[config.mk]
export PLATFORM = sky130hd
export DESIGN_NAME = bsg_axil_rw_serializer
export DESIGN_NICKNAME = d
export VERILOG_FILES = /design/src/rtl/bsg_axil_pkg.sv /design/src/rtl/bsg_axil_rw_serializer.sv
export SDC_FILE = /design/constraint.sdc
export NUM_CORES = 1
export LEC_CHECK = 0
export CAP_MARGIN = 20
export CORE_AREA = 2 2 118 120
export CTS_BUF_LIST = sky130_fd_sc_hd__clkbuf_16
export DETAILED_ROUTE_END_ITERATION = 10
export DIE_AREA = 0 0 120 122
export GPL_TIMING_DRIVEN = 0
export HOLD_SLACK_MARGIN = 0.08
export PLACE_DENSITY_LB_ADDON = 0.25
export SETUP_SLACK_MARGIN = 0.15
export SLEW_MARGIN = 20
export SYNTH_ARGS = -nofsm -noshare
export SYNTH_HDL_FRONTEND = slang
export SYNTH_SLANG_ARGS = --single-unit
[constraint.sdc]
create_clock -name clk_i -period 1.9 [get_ports clk_i]
set_input_delay 0.38 -clock clk_i [delete_from_list [all_inputs] [get_ports clk_i]]
set_output_delay 0.38 -clock clk_i [all_outputs]
set_load 0.02 [all_outputs]
[src/rtl/bsg_axil_pkg.sv]
// rtl/bsg_axil_pkg.sv - shared AXI-lite types and response codes
package bsg_axil_pkg;

  typedef enum logic [1:0] {
    eIdle  = 2'd0,
    eRead  = 2'd1,
    eWrite = 2'd2
  } bsg_axil_rw_state_e;

  localparam logic [1:0] axil_resp_okay_gp   = 2'b00;
  localparam logic [1:0] axil_resp_slverr_gp = 2'b10;

endpackage

[src/rtl/bsg_axil_rw_serializer.sv]
// rtl/bsg_axil_rw_serializer.sv - one-at-a-time AXI-lite read/write serializer
module bsg_axil_rw_serializer
  import bsg_axil_pkg::*;
#(
  parameter int addr_width_p = 32,
  parameter int data_width_p = 32
) (
  input  logic                        clk_i,
  input  logic                        reset_n_i,

  input  logic [addr_width_p-1:0]     s00_axil_awaddr,
  input  logic [2:0]                  s00_axil_awprot,
  input  logic                        s00_axil_awvalid,
  output logic                        s00_axil_awready,
  input  logic [data_width_p-1:0]     s00_axil_wdata,
  input  logic [data_width_p/8-1:0]   s00_axil_wstrb,
  input  logic                        s00_axil_wvalid,
  output logic                        s00_axil_wready,
  output logic [1:0]                  s00_axil_bresp,
  output logic                        s00_axil_bvalid,
  input  logic                        s00_axil_bready,
  input  logic [addr_width_p-1:0]     s00_axil_araddr,
  input  logic [2:0]                  s00_axil_arprot,
  input  logic                        s00_axil_arvalid,
  output logic                        s00_axil_arready,
  output logic [data_width_p-1:0]     s00_axil_rdata,
  output logic [1:0]                  s00_axil_rresp,
  output logic                        s00_axil_rvalid,
  input  logic                        s00_axil_rready,

  output logic [addr_width_p-1:0]     m00_axil_awaddr,
  output logic [2:0]                  m00_axil_awprot,
  output logic                        m00_axil_awvalid,
  input  logic                        m00_axil_awready,
  output logic [data_width_p-1:0]     m00_axil_wdata,
  output logic [data_width_p/8-1:0]   m00_axil_wstrb,
  output logic                        m00_axil_wvalid,
  input  logic                        m00_axil_wready,
  input  logic [1:0]                  m00_axil_bresp,
  input  logic                        m00_axil_bvalid,
  output logic                        m00_axil_bready,
  output logic [addr_width_p-1:0]     m00_axil_araddr,
  output logic [2:0]                  m00_axil_arprot,
  output logic                        m00_axil_arvalid,
  input  logic                        m00_axil_arready,
  input  logic [data_width_p-1:0]     m00_axil_rdata,
  input  logic [1:0]                  m00_axil_rresp,
  input  logic                        m00_axil_rvalid,
  output logic                        m00_axil_rready
);

  bsg_axil_rw_state_e state_q, state_d;
  logic ar_sent_q, ar_sent_d;
  logic aw_sent_q, aw_sent_d;
  logic w_sent_q, w_sent_d;
  logic last_wr_q, last_wr_d;

  // Payloads pass straight through; only the handshakes are gated.
  assign m00_axil_awaddr = s00_axil_awaddr;
  assign m00_axil_awprot = s00_axil_awprot;
  assign m00_axil_wdata  = s00_axil_wdata;
  assign m00_axil_wstrb  = s00_axil_wstrb;
  assign m00_axil_araddr = s00_axil_araddr;
  assign m00_axil_arprot = s00_axil_arprot;
  assign s00_axil_bresp  = m00_axil_bresp;
  assign s00_axil_rdata  = m00_axil_rdata;
  assign s00_axil_rresp  = m00_axil_rresp;

  // State and per-channel sent flags; reset drops any in-flight transaction.
  always_ff @(posedge clk_i or negedge reset_n_i) begin
    if (!reset_n_i) begin
      state_q   <= eIdle;
      ar_sent_q <= 1'b0;
      aw_sent_q <= 1'b0;
      w_sent_q  <= 1'b0;
      last_wr_q <= 1'b1;
    end else begin
      state_q   <= state_d;
      ar_sent_q <= ar_sent_d;
      aw_sent_q <= aw_sent_d;
      w_sent_q  <= w_sent_d;
      last_wr_q <= last_wr_d;
    end
  end

  // Round-robin grant in idle, then gate handshakes of the granted channel.
  always_comb begin
    state_d          = state_q;
    ar_sent_d        = ar_sent_q;
    aw_sent_d        = aw_sent_q;
    w_sent_d         = w_sent_q;
    last_wr_d        = last_wr_q;
    s00_axil_awready = 1'b0;
    s00_axil_wready  = 1'b0;
    s00_axil_bvalid  = 1'b0;
    s00_axil_arready = 1'b0;
    s00_axil_rvalid  = 1'b0;
    m00_axil_awvalid = 1'b0;
    m00_axil_wvalid  = 1'b0;
    m00_axil_bready  = 1'b0;
    m00_axil_arvalid = 1'b0;
    m00_axil_rready  = 1'b0;

    case (state_q)
      eIdle: begin
        // A read wins a tie only when the previous grant went to a write.
        if (s00_axil_arvalid && (!s00_axil_awvalid || last_wr_q)) begin
          state_d   = eRead;
          last_wr_d = 1'b0;
        end else if (s00_axil_awvalid) begin
          state_d   = eWrite;
          last_wr_d = 1'b1;
        end
      end

      eRead: begin
        m00_axil_arvalid = s00_axil_arvalid & ~ar_sent_q;
        s00_axil_arready = m00_axil_arready & ~ar_sent_q;
        if (s00_axil_arvalid && m00_axil_arready && !ar_sent_q) begin
          ar_sent_d = 1'b1;
        end
        s00_axil_rvalid = m00_axil_rvalid & ar_sent_q;
        m00_axil_rready = s00_axil_rready & ar_sent_q;
        if (m00_axil_rvalid && s00_axil_rready && ar_sent_q) begin
          state_d   = eIdle;
          ar_sent_d = 1'b0;
        end
      end

      eWrite: begin
        m00_axil_awvalid = s00_axil_awvalid & ~aw_sent_q;
        s00_axil_awready = m00_axil_awready & ~aw_sent_q;
        if (s00_axil_awvalid && m00_axil_awready && !aw_sent_q) begin
          aw_sent_d = 1'b1;
        end
        m00_axil_wvalid = s00_axil_wvalid & ~w_sent_q;
        s00_axil_wready = m00_axil_wready & ~w_sent_q;
        if (s00_axil_wvalid && m00_axil_wready && !w_sent_q) begin
          w_sent_d = 1'b1;
        end
        // A response arriving before both halves are sent is held off.
        s00_axil_bvalid = m00_axil_bvalid & aw_sent_q & w_sent_q;
        m00_axil_bready = s00_axil_bready & aw_sent_q & w_sent_q;
        if (m00_axil_bvalid && s00_axil_bready && aw_sent_q && w_sent_q) begin
          state_d   = eIdle;
          aw_sent_d = 1'b0;
          w_sent_d  = 1'b0;
        end
      end

      default: begin
        state_d   = eIdle;
        ar_sent_d = 1'b0;
        aw_sent_d = 1'b0;
        w_sent_d  = 1'b0;
      end
    endcase
  end

endmodule

==> reports/metrics.yaml, run 1 <==
global_route:
  grt_max_degree: 10
  grt_use_total_pct: 5.81
  grt_pass1_vias: 1474
  globalRouteOverflowTotal: 0
  antenna_found_initial: 0
  grt_pass1_wl_um: 7000
timing:
  rsz0062_at_grt: "true"
  whs_ns: 0.401
  fin_skew_ns: 0.00164
  drv_slew: 0
  maxSlewHeadroom_pct: 80.3
  setup_viol: 0
  fmax_ghz: 0.593
  tns_ns: 0
  fin_crit_sh_pct: 88.8
  worst_slew_pin_slew_ns: 0.294
  period_minus_slack_ns: 1.69
  hold_violations: 0
power_and_ir_drop:
  p_leak_nw: 1.55
  power_density_nw_per_um2: 524
  total_power_mw: 1.76
  ir_worst_vdd_v: 0.000274
cells_and_area:
  fill_cells: 1442
  fin_util_pct: 24.9
  nets: 506
  final_layout_size_suffix_gt1_share_pct: 47.3
  num_antenna_cells: 0
  synthToLayoutAreaGrowth_pct: 130
  multi_input_area_um2: 234
  register_area_um2: 151
route:
  wl_per_cell_um: 9.79
  num_vias: 1626
  wl_met3_um: 736
  dr.max_layer_used: "met4"
  first_pass_iters: 4
  drc: 0
  ant_nets: 0
  wl_met1_um: 1570
  post_drt_via_cell_ratio: 3.06
  drt-initial-drc-count: 26
  wl_met2_um: 2860
  drt-total-wl_um: 5200
die:
  start_util_pct: 10.8
  die_area_um2: 14600
  die_w_um: 120
  core_area_um2: 13500
  core.rowCount: 43
  fp.dieH_um: 122
  ios: 306
worst_setup_path:
  cpPeakStageDelay_ns: 0.36
  startpoint_type: "register"
  cp_slowest_cell: "dfrtp_1"
  critPathLaunch: "state_q[0]"
  critPathBufInv: 2
  cpLargestDelayFamily: "flip-flops"
  regToRegStartpoint: "aw_sent_q"
  cp-end-kind: "primary output"
  worstPathMaxFanout: 9
  arrival_ns: 1.31
  crit_type: "reg2out"
  path_cells: "clkbuf_8, nand2b_4, nor3b_1, buf_2"
  r2r_setup_slack_ns: 0.82
  crit_required_ns: 1.52
cts:
  cts-htree-levels: 1
  numCtsBuffers: 3
  clk_pin_slew_ns: 0.04
  cts_tree: "built"
  root_buffer: "clkbuf_16"
  clock-sinks: 6
  hold_buffers: 0
  clock_latency_ns: 0.23
  cts_buffer_depth: 2
hold_path:
  worstHoldPathType: "in2async"
synthesis:
  ys_seq_area_share_pct: 10.4
  yosysUniqueCellTypes: 21
  synth_area_per_cell_um2: 7.94
  synth_cells: 184
  syn_area_um2: 1460
  yosysWarningCount: 0
  syn_nets: 338
  synth-seq-cells: 6
place:
  gp_congestion: 0.669
  port_buffers: 163
job:
  cap_violations: 0
status:
  status: "finished, final reports clean"
[Yosys cell counts, drive strengths merged]
library cell	n	area (µm²)
nand2b	3	33.8
and4	3	28.8
dfstp	1	26.3
nor2b	1	6.26
nand2	4	15.0
dfrtp	5	125
nor3b	6	45.0
nand3	1	5.00
nor2	6	25.0
buf	143	1080
a211oi	1	7.51
o21a	1	7.51
o21ai	1	5.00
nor3	1	5.00
a31oi	4	25.0
a21oi	2	10.0
clkbuf	1	13.8
[path summary, 6_finish.rpt]
path,cells after the start,end
max,4,s00_axil_wready
min,1,state_q[0]
max reg2reg,3,aw_sent_q
min reg2reg,1,last_wr_q
max in group asynchronous,1,last_wr_q
min in group clk_i,3,state_q[1]
[where the power goes]
part           total (mW)  switching, mW  internal [mW]
Clock               0.352         0.0782          0.273
Combinational        1.15          0.518          0.630
Sequential          0.263         0.0660          0.197
[registers in the layout, indices dropped and copies added, names as in the netlist]
name and cells:
ar_sent_q 1, last_wr_q 1, aw_sent_q 1, w_sent_q 1, state_q 2
[per-layer routing]
| metal | vias to the layer above | GRT usage (%) |
|---|---|---|
| met5 | - | 0 |
| met2 | 159 | 11.6 |
| met3 | 4 | 2.06 |
| met4 | 0 | 1.10 |
| met1 | 692 | 5.71 |
| li1 | 771 | - |
[what timing repair did]
action / in CTS / in global routing
resized for setup: 45 / 6
endpoints found under the setup margin: 10 / 4
setup buffers: 0 / 0
[cell families (layout without fill, tap and decap cells)]
| logic type | Yosys count | count (layout) | synth area share, % |
|---|---|---|---|
| DFF | 6 | 6 | 10.4 |
| and+or+nand+nor | 25 | 25 | 11.2 |
| AOI/OAI and AO/OA | 9 | 9 | 3.77 |
| buffers and inverters | 144 | 311 | 74.7 |
[per-stage QoR]
step / worst slack, ns / instance area [µm²] / instances
floorplan: 0.325 / 1460 / 184
global placement: -0.319 / 3320 / 527
detailed placement: -0.352 / 3320 / 527
CTS: 0.163 / 3370 / 531
global route: 0.150 / 3370 / 531
finish: 0.213 / 3370 / 531
[placed cells by master (no fill, tap or decap), types with 3 or more instances in the layout]
| master | synthesis | final |
|---|---|---|
| clkdlybuf4s50_1 | 0 | 151 |
| buf_4 | 142 | 143 |
| buf_2 | 0 | 8 |
| nor2_1 | 5 | 5 |
| dfrtp_1 | 5 | 5 |
| nand2_1 | 4 | 4 |
| a31oi_1 | 4 | 4 |
| nor3b_1 | 6 | 3 |
| nor3b_2 | 0 | 3 |
| clkbuf_16 | 0 | 3 |
[worst reg2reg max path: cells and delay by family (launching register included)]
kind | cells | cell delay [ns]
and+or+nand+nor | 2 | 0.37
DFF | 1 | 0.45
AOI/OAI and AO/OA | 1 | 0.19
[layout make-up]
cell class	count	area share, %
timing repair buffer	163	47.1
buffer	144	32.4
multi-input combinational	34	6.95
tap	180	6.69
sequential	6	4.50
clock buffer	3	2.23
clock inverter	1	0.112
Power figures use the tool's default switching activity.
==> inputs of run 2 (changes only) <==
- SETUP_SLACK_MARGIN: 0.15 -> 0.1
==> run 2 against run 1 <==
Against the previous run: global-route usage barely moved; flip-flop and latch count did not move; final cell count did not move; fmax fell by 3.8%; critical path depth did not move; setup slack got worse by 0.066 ns; utilization rose by 0.16 points; power rose by 0.71%; cell area rose by 0.63%; count of clock-buffer cells in the layout did not move; clock skew rose by 0.0015 ns; critical path type unchanged; largest power group unchanged.
==> reports/metrics.yaml, run 2 (synthesis results as in run 1) <==
cts:
  clock-sinks: 6  # unchanged
  post_cts_buffers: 0  # unchanged
  ctsResizeCount: 37  # -18%
  numCtsBuffers: 3  # unchanged
  cts_tree: "built"
  hold_buffers: 0  # unchanged
  clk_pin_slew_ns: 0.04  # about the same
  root_buffer: "clkbuf_16"
  clock_latency_ns: 0.23  # about the same
  cts_buffer_depth: 2  # unchanged
  cts-htree-levels: 1  # unchanged
place:
  place_area_um2: 3320  # unchanged
  dpl_worst_slack_ns: -0.352  # unchanged
  port_buffers: 163  # unchanged
  gp_congestion: 0.669  # unchanged
cells_and_area:
  register_area_um2: 151  # unchanged
  largest_reg_flops: 2  # unchanged
  final_cell_mix: "clkdlybuf4s50_1 (152), buf_4 (143), nor2_1 (5), dfrtp_1 (5), buf_2 (5)"
  synthToLayoutAreaGrowth_pct: 132
  nets: 506  # unchanged
  fill_cells: 1439  # -0.21%
  postLayoutCellArea_um2: 3390  # +0.63%
  fin_util_pct: 25.1  # +0.16 points
  final_layout_size_suffix_gt1_share_pct: 47.0  # -0.28 points
  layout_commonest_cell: "clkdlybuf4s50_1"
  top_register: "state_q"
  num_antenna_cells: 0  # unchanged
  multi_input_area_um2: 236  # +1.1%
power_and_ir_drop:
  p_leak_nw: 1.54  # -0.60%
  p_sw_share_pct: 37.4  # -0.13 points
  seqPwrFrac_pct: 14.8  # about the same
  total_power_mw: 1.78  # +0.71%
  combPwrFrac_pct: 65.3  # +0.2 points
  power_density_nw_per_um2: 524  # about the same
  ir_worst_vdd_v: 0.000273  # -0.33%
  p_int_mw: 1.11  # +0.92%
  power_switching_uw: 665  # +0.37%
  power_frac_clock_pct: 19.9  # about the same
timing:
  fin_skew_ns: 0.00314  # +0.00150 ns
  maxSlewHeadroom_pct: 80.2  # -0.10 points
  setup_slack_ns: 0.147  # -0.0657 ns
  rsz0062_at_grt: "false"
  setup_viol: 0  # unchanged
  period_minus_slack_ns: 1.75  # +0.0657 ns
  tns_ns: 0  # unchanged
  fmax_ghz: 0.571  # -3.8%
  fin_crit_sh_pct: 92.3  # +3.5 points
  drv_slew: 0  # unchanged
  hold_violations: 0  # unchanged
  worst_slew_pin_slew_ns: 0.296  # +0.00153 ns
route:
  post_drt_via_cell_ratio: 3.08  # +0.49%
  drt-total-wl_um: 5200  # unchanged
  wl_met2_um: 2880  # +0.38%
  num_vias: 1634  # +0.49%
  first_pass_iters: 4  # unchanged
  ant_nets: 0  # unchanged
  drt-initial-drc-count: 23  # -12%
  wl_met3_um: 739  # +0.41%
  drc: 0  # unchanged
  wl_met1_um: 1550  # -0.83%
  wl_per_cell_um: 9.79  # unchanged
  dr.max_layer_used: "met4"
job:
  cap_violations: 0  # unchanged
worst_setup_path:
  crit_type: "reg2out"
  arrival_ns: 1.37  # +0.06 ns
  worstPathMaxFanout: 9  # unchanged
  timing.rr.end: "aw_sent_q"
  crit_required_ns: 1.52  # about the same
  regToRegStartpoint: "aw_sent_q"
  r2r_setup_slack_ns: 0.82  # about the same
  startpoint_type: "register"
  cp-end-kind: "primary output"
  ff2ff_path_depth: 3  # unchanged
die:
  die_w_um: 120  # unchanged
  core_area_um2: 13500  # unchanged
  fp.dieH_um: 122  # unchanged
  ios: 306  # unchanged
  start_util_pct: 10.8  # unchanged
  core.rowCount: 43  # unchanged
  die_area_um2: 14600  # unchanged
global_route:
  antenna_found_initial: 0  # unchanged
  grt_max_degree: 10  # unchanged
  globalRouteOverflowTotal: 0  # unchanged
  grt_pass1_wl_um: 6980  # -0.30%
  grt_use_total_pct: 5.80  # -0.0098 points
  grt_pass1_vias: 1474  # unchanged
status:
  status: "finished, final reports clean"
hold_path:
  worstHoldPathType: "in2async"
[run 2: changes by cell type in the layout (fill, tap and decap cells not counted)]
cell             previous run  this run
clkdlybuf4s15_2             0         2
clkdlybuf4s15_1             0         1
dlygate4sd2_1               1         2
nor2b_2                     0         1
buf_2                       8         5
nor2b_1                     1         0
dlymetal6s2s_1              1         0
clkbuf_2                    1         0
clkdlybuf4s50_1           151       152
[run 2: worst max-delay path: stages, from the launching register on]
cell and delay [ns]:
dfrtp_1 0.36, clkbuf_8 0.16, nor2b_2 0.13, and4_2 0.24, clkdlybuf4s15_2 0.26
[run 2: worst max-delay path by stage]
| stage | startpoint | to | slack [ns] | depth (start not counted) |
|---|---|---|---|---|
| CTS | s00_axil_awvalid | m00_axil_awvalid | 0.06 | 3 |
| floorplan | state_q[0] | m00_axil_wvalid | 0.33 | 3 |
| detailed placement | s00_axil_awvalid | m00_axil_awvalid | -0.35 | 3 |
| global placement | s00_axil_awvalid | m00_axil_awvalid | -0.32 | 3 |
| global route | m00_axil_rvalid | s00_axil_rvalid | 0.10 | 4 |
| finish | state_q[0] | m00_axil_bready | 0.15 | 4 |
[run 2: final cells by class]
| class | instances | share of cell area [%] |
|---|---|---|
| Tap cell | 180 | 6.65 |
| Multi-Input combinational cell | 34 | 6.98 |
| Buffer | 144 | 32.2 |
| Timing Repair Buffer | 163 | 47.4 |
| Sequential cell | 6 | 4.47 |
| Clock inverter | 1 | 0.111 |
| Clock buffer | 3 | 2.22 |
[run 2: power groups by stage]
stage	Clock [mW]	Combinational [mW]	Sequential (mW)
2_1_floorplan	0	0.739	0.241
3_3_place_gp	0	1.18	0.260
3_5_place_dp	0	1.18	0.260
4_1_cts	0.352	1.17	0.262
5_1_grt	0.356	1.23	0.277
6_report	0.353	1.16	0.263
[run 2: metrics by stage]
stage / instances / hold WS [ns]
2_1_floorplan: 184 / 0.0844
3_3_place_gp: 527 / 0.522
3_5_place_dp: 527 / 0.533
4_1_cts: 531 / 0.415
5_1_grt: 531 / 0.444
6_report: 531 / 0.401
[run 2: layer usage]
| layer | up-vias | track usage, % |
|---|---|---|
| met5 | - | 0 |
| met1 | 697 | 5.73 |
| met4 | 0 | 1.10 |
| met3 | 4 | 1.97 |
| li1 | 772 | - |
| met2 | 161 | 11.6 |
==> inputs of run 3 (changes only) <==
- RECOVER_POWER: default -> 50
==> run 3 against run 2 <==
Against the previous run: via count decreased by 0.24%; non-clock buffer count unchanged; cell area unchanged; sequential power about the same; largest cell class unchanged.
==> reports/metrics.yaml, run 3 (synthesis results as in run 1) <==
status:
  status: "finished, final reports clean"
worst_setup_path:
  worstPathMaxFanout: 5  # -4
  startpoint_type: "input port"
  crit_type: "in2out"
  cp-end-kind: "primary output"
  crit_required_ns: 1.52  # about the same
  arrival_ns: 1.42  # +0.05 ns
global_route:
  grt_use_total_pct: 5.80  # unchanged
  grt_max_degree: 10  # unchanged
  grt_pass1_vias: 1474  # unchanged
  grt_pass1_wl_um: 6980  # unchanged
  globalRouteOverflowTotal: 0  # unchanged
  antenna_found_initial: 0  # unchanged
cells_and_area:
  final_layout_size_suffix_gt1_share_pct: 47.0  # unchanged
  largest_reg_flops: 2  # unchanged
  postLayoutCellArea_um2: 3390  # unchanged
  register_area_um2: 151  # unchanged
  nets: 506  # unchanged
  synthToLayoutAreaGrowth_pct: 132  # unchanged
  num_antenna_cells: 0  # unchanged
  fill_cells: 1439  # unchanged
  layout_commonest_cell: "buf_4"
  top_register: "state_q"
  final_cell_mix: "buf_4 (143), clkdlybuf4s50_1 (79), dlygate4sd3_1 (73)"
  multi_input_area_um2: 236  # unchanged
timing:
  rsz0062_at_grt: "false"
  hold_violations: 0  # unchanged
  worst_slew_pin_slew_ns: 0.301  # +0.00493 ns
  drv_slew: 0  # unchanged
  setup_viol: 0  # unchanged
  fmax_ghz: 0.555  # -2.7%
  fin_crit_sh_pct: 94.8  # +2.5 points
  maxSlewHeadroom_pct: 79.9  # -0.33 points
  setup_slack_ns: 0.0988  # -0.0484 ns
  period_minus_slack_ns: 1.80  # +0.0484 ns
  fin_skew_ns: 0.00161  # -0.00153 ns
route:
  dr.max_layer_used: "met4"
  post_drt_via_cell_ratio: 3.07  # -0.24%
  wl_met3_um: 732  # -0.95%
  drt-total-wl_um: 5170  # -0.62%
  num_vias: 1630  # -0.24%
  wl_per_cell_um: 9.73  # -0.62%
  wl_met2_um: 2860  # -0.42%
  wl_met1_um: 1540  # -0.90%
  drc: 0  # unchanged
  drt-initial-drc-count: 23  # unchanged
  first_pass_iters: 4  # unchanged
  ant_nets: 0  # unchanged
power_and_ir_drop:
  ir_worst_vdd_v: 0.000274  # +0.14%
  power_density_nw_per_um2: 514  # -1.9%
  p_leak_nw: 1.56  # +1.3%
  total_power_mw: 1.74  # -1.9%
die:
  fp.dieH_um: 122  # unchanged
  ios: 306  # unchanged
  core_area_um2: 13500  # unchanged
  die_w_um: 120  # unchanged
  core.rowCount: 43  # unchanged
  start_util_pct: 10.8  # unchanged
  die_area_um2: 14600  # unchanged
cts:
  cts-htree-levels: 1  # unchanged
  numCtsBuffers: 3  # unchanged
  cts_tree: "built"
  clk_pin_slew_ns: 0.04  # about the same
  clock_latency_ns: 0.23  # about the same
  cts_buffer_depth: 2  # unchanged
  root_buffer: "clkbuf_16"
  clock-sinks: 6  # unchanged
place:
  port_buffers: 163  # unchanged
  gp_congestion: 0.669  # unchanged
  place_area_um2: 3320  # unchanged
  dpl_worst_slack_ns: -0.352  # unchanged
job:
  cap_violations: 0  # unchanged
hold_path:
  worstHoldPathType: "in2async"
run 3: changes by cell type in the layout (fill, tap and decap cells not counted), sizes merged:
cell	change
clkdlybuf4s50	-73
dlygate4sd3	+73
run 3: critical path, cell delays in order:
cell and delay, ns:
dlygate4sd3_1 0.63, nor3b_2 0.21, buf_2 0.20
run 3: area by class of cell:
| type | count | share of cell area, % |
|---|---|---|
| Sequential cell | 6 | 4.47 |
| Clock buffer | 3 | 2.22 |
| Timing Repair Buffer | 163 | 47.4 |
| Multi-Input combinational cell | 34 | 6.98 |
| Buffer | 144 | 32.2 |
| Clock inverter | 1 | 0.111 |
| Tap cell | 180 | 6.65 |
run 3: repair_timing:
item | in CTS | in global routing
pin swaps | 0 | 0
gates cloned | 0 | 0
endpoints found under the setup margin | 10 | 7
resized for setup | 37 | 8
buffers inserted | 0 | 0
hold buffers | 0 | 0
run 3: stage by stage:
stage | utilization, % | TNS (ns) | hold WS (ns) | instances
2_1_floorplan | - | 0 | 0.0844 | 184
3_3_place_gp | 24.6 | -2.04 | 0.522 | 527
3_5_place_dp | 24.6 | -2.04 | 0.533 | 527
4_1_cts | 25.2 | 0 | 0.415 | 531
5_1_grt | 25.1 | 0 | 0.514 | 531
6_report | 25.1 | 0 | 0.472 | 531
run 3: final timing paths:
kind | start | endpoint | slack, ns | depth (start not counted)
worst max-delay path | s00_axil_awvalid | m00_axil_awvalid | 0.1 | 3
worst min-delay path | reset_n_i | state_q[0] | 0.47 | 1
worst max register to register | aw_sent_q | aw_sent_q | 0.82 | 3
worst min register to register | last_wr_q | last_wr_q | 0.54 | 1
max in group asynchronous | reset_n_i | last_wr_q | 1.15 | 1
min in group clk_i | last_wr_q | last_wr_q | 0.54 | 1
run 3: metal layers:
metal	GRT usage, %	up-vias
li1	-	772
met5	0	-
met3	1.97	4
met1	5.73	695
met4	1.10	0
met2	11.6	159
run 3: report_power, final:
part / internal [mW] / switching, mW / total (mW)
sequential: 0.197 / 0.0664 / 0.264
clock: 0.274 / 0.0785 / 0.352
combinational: 0.610 / 0.516 / 1.13
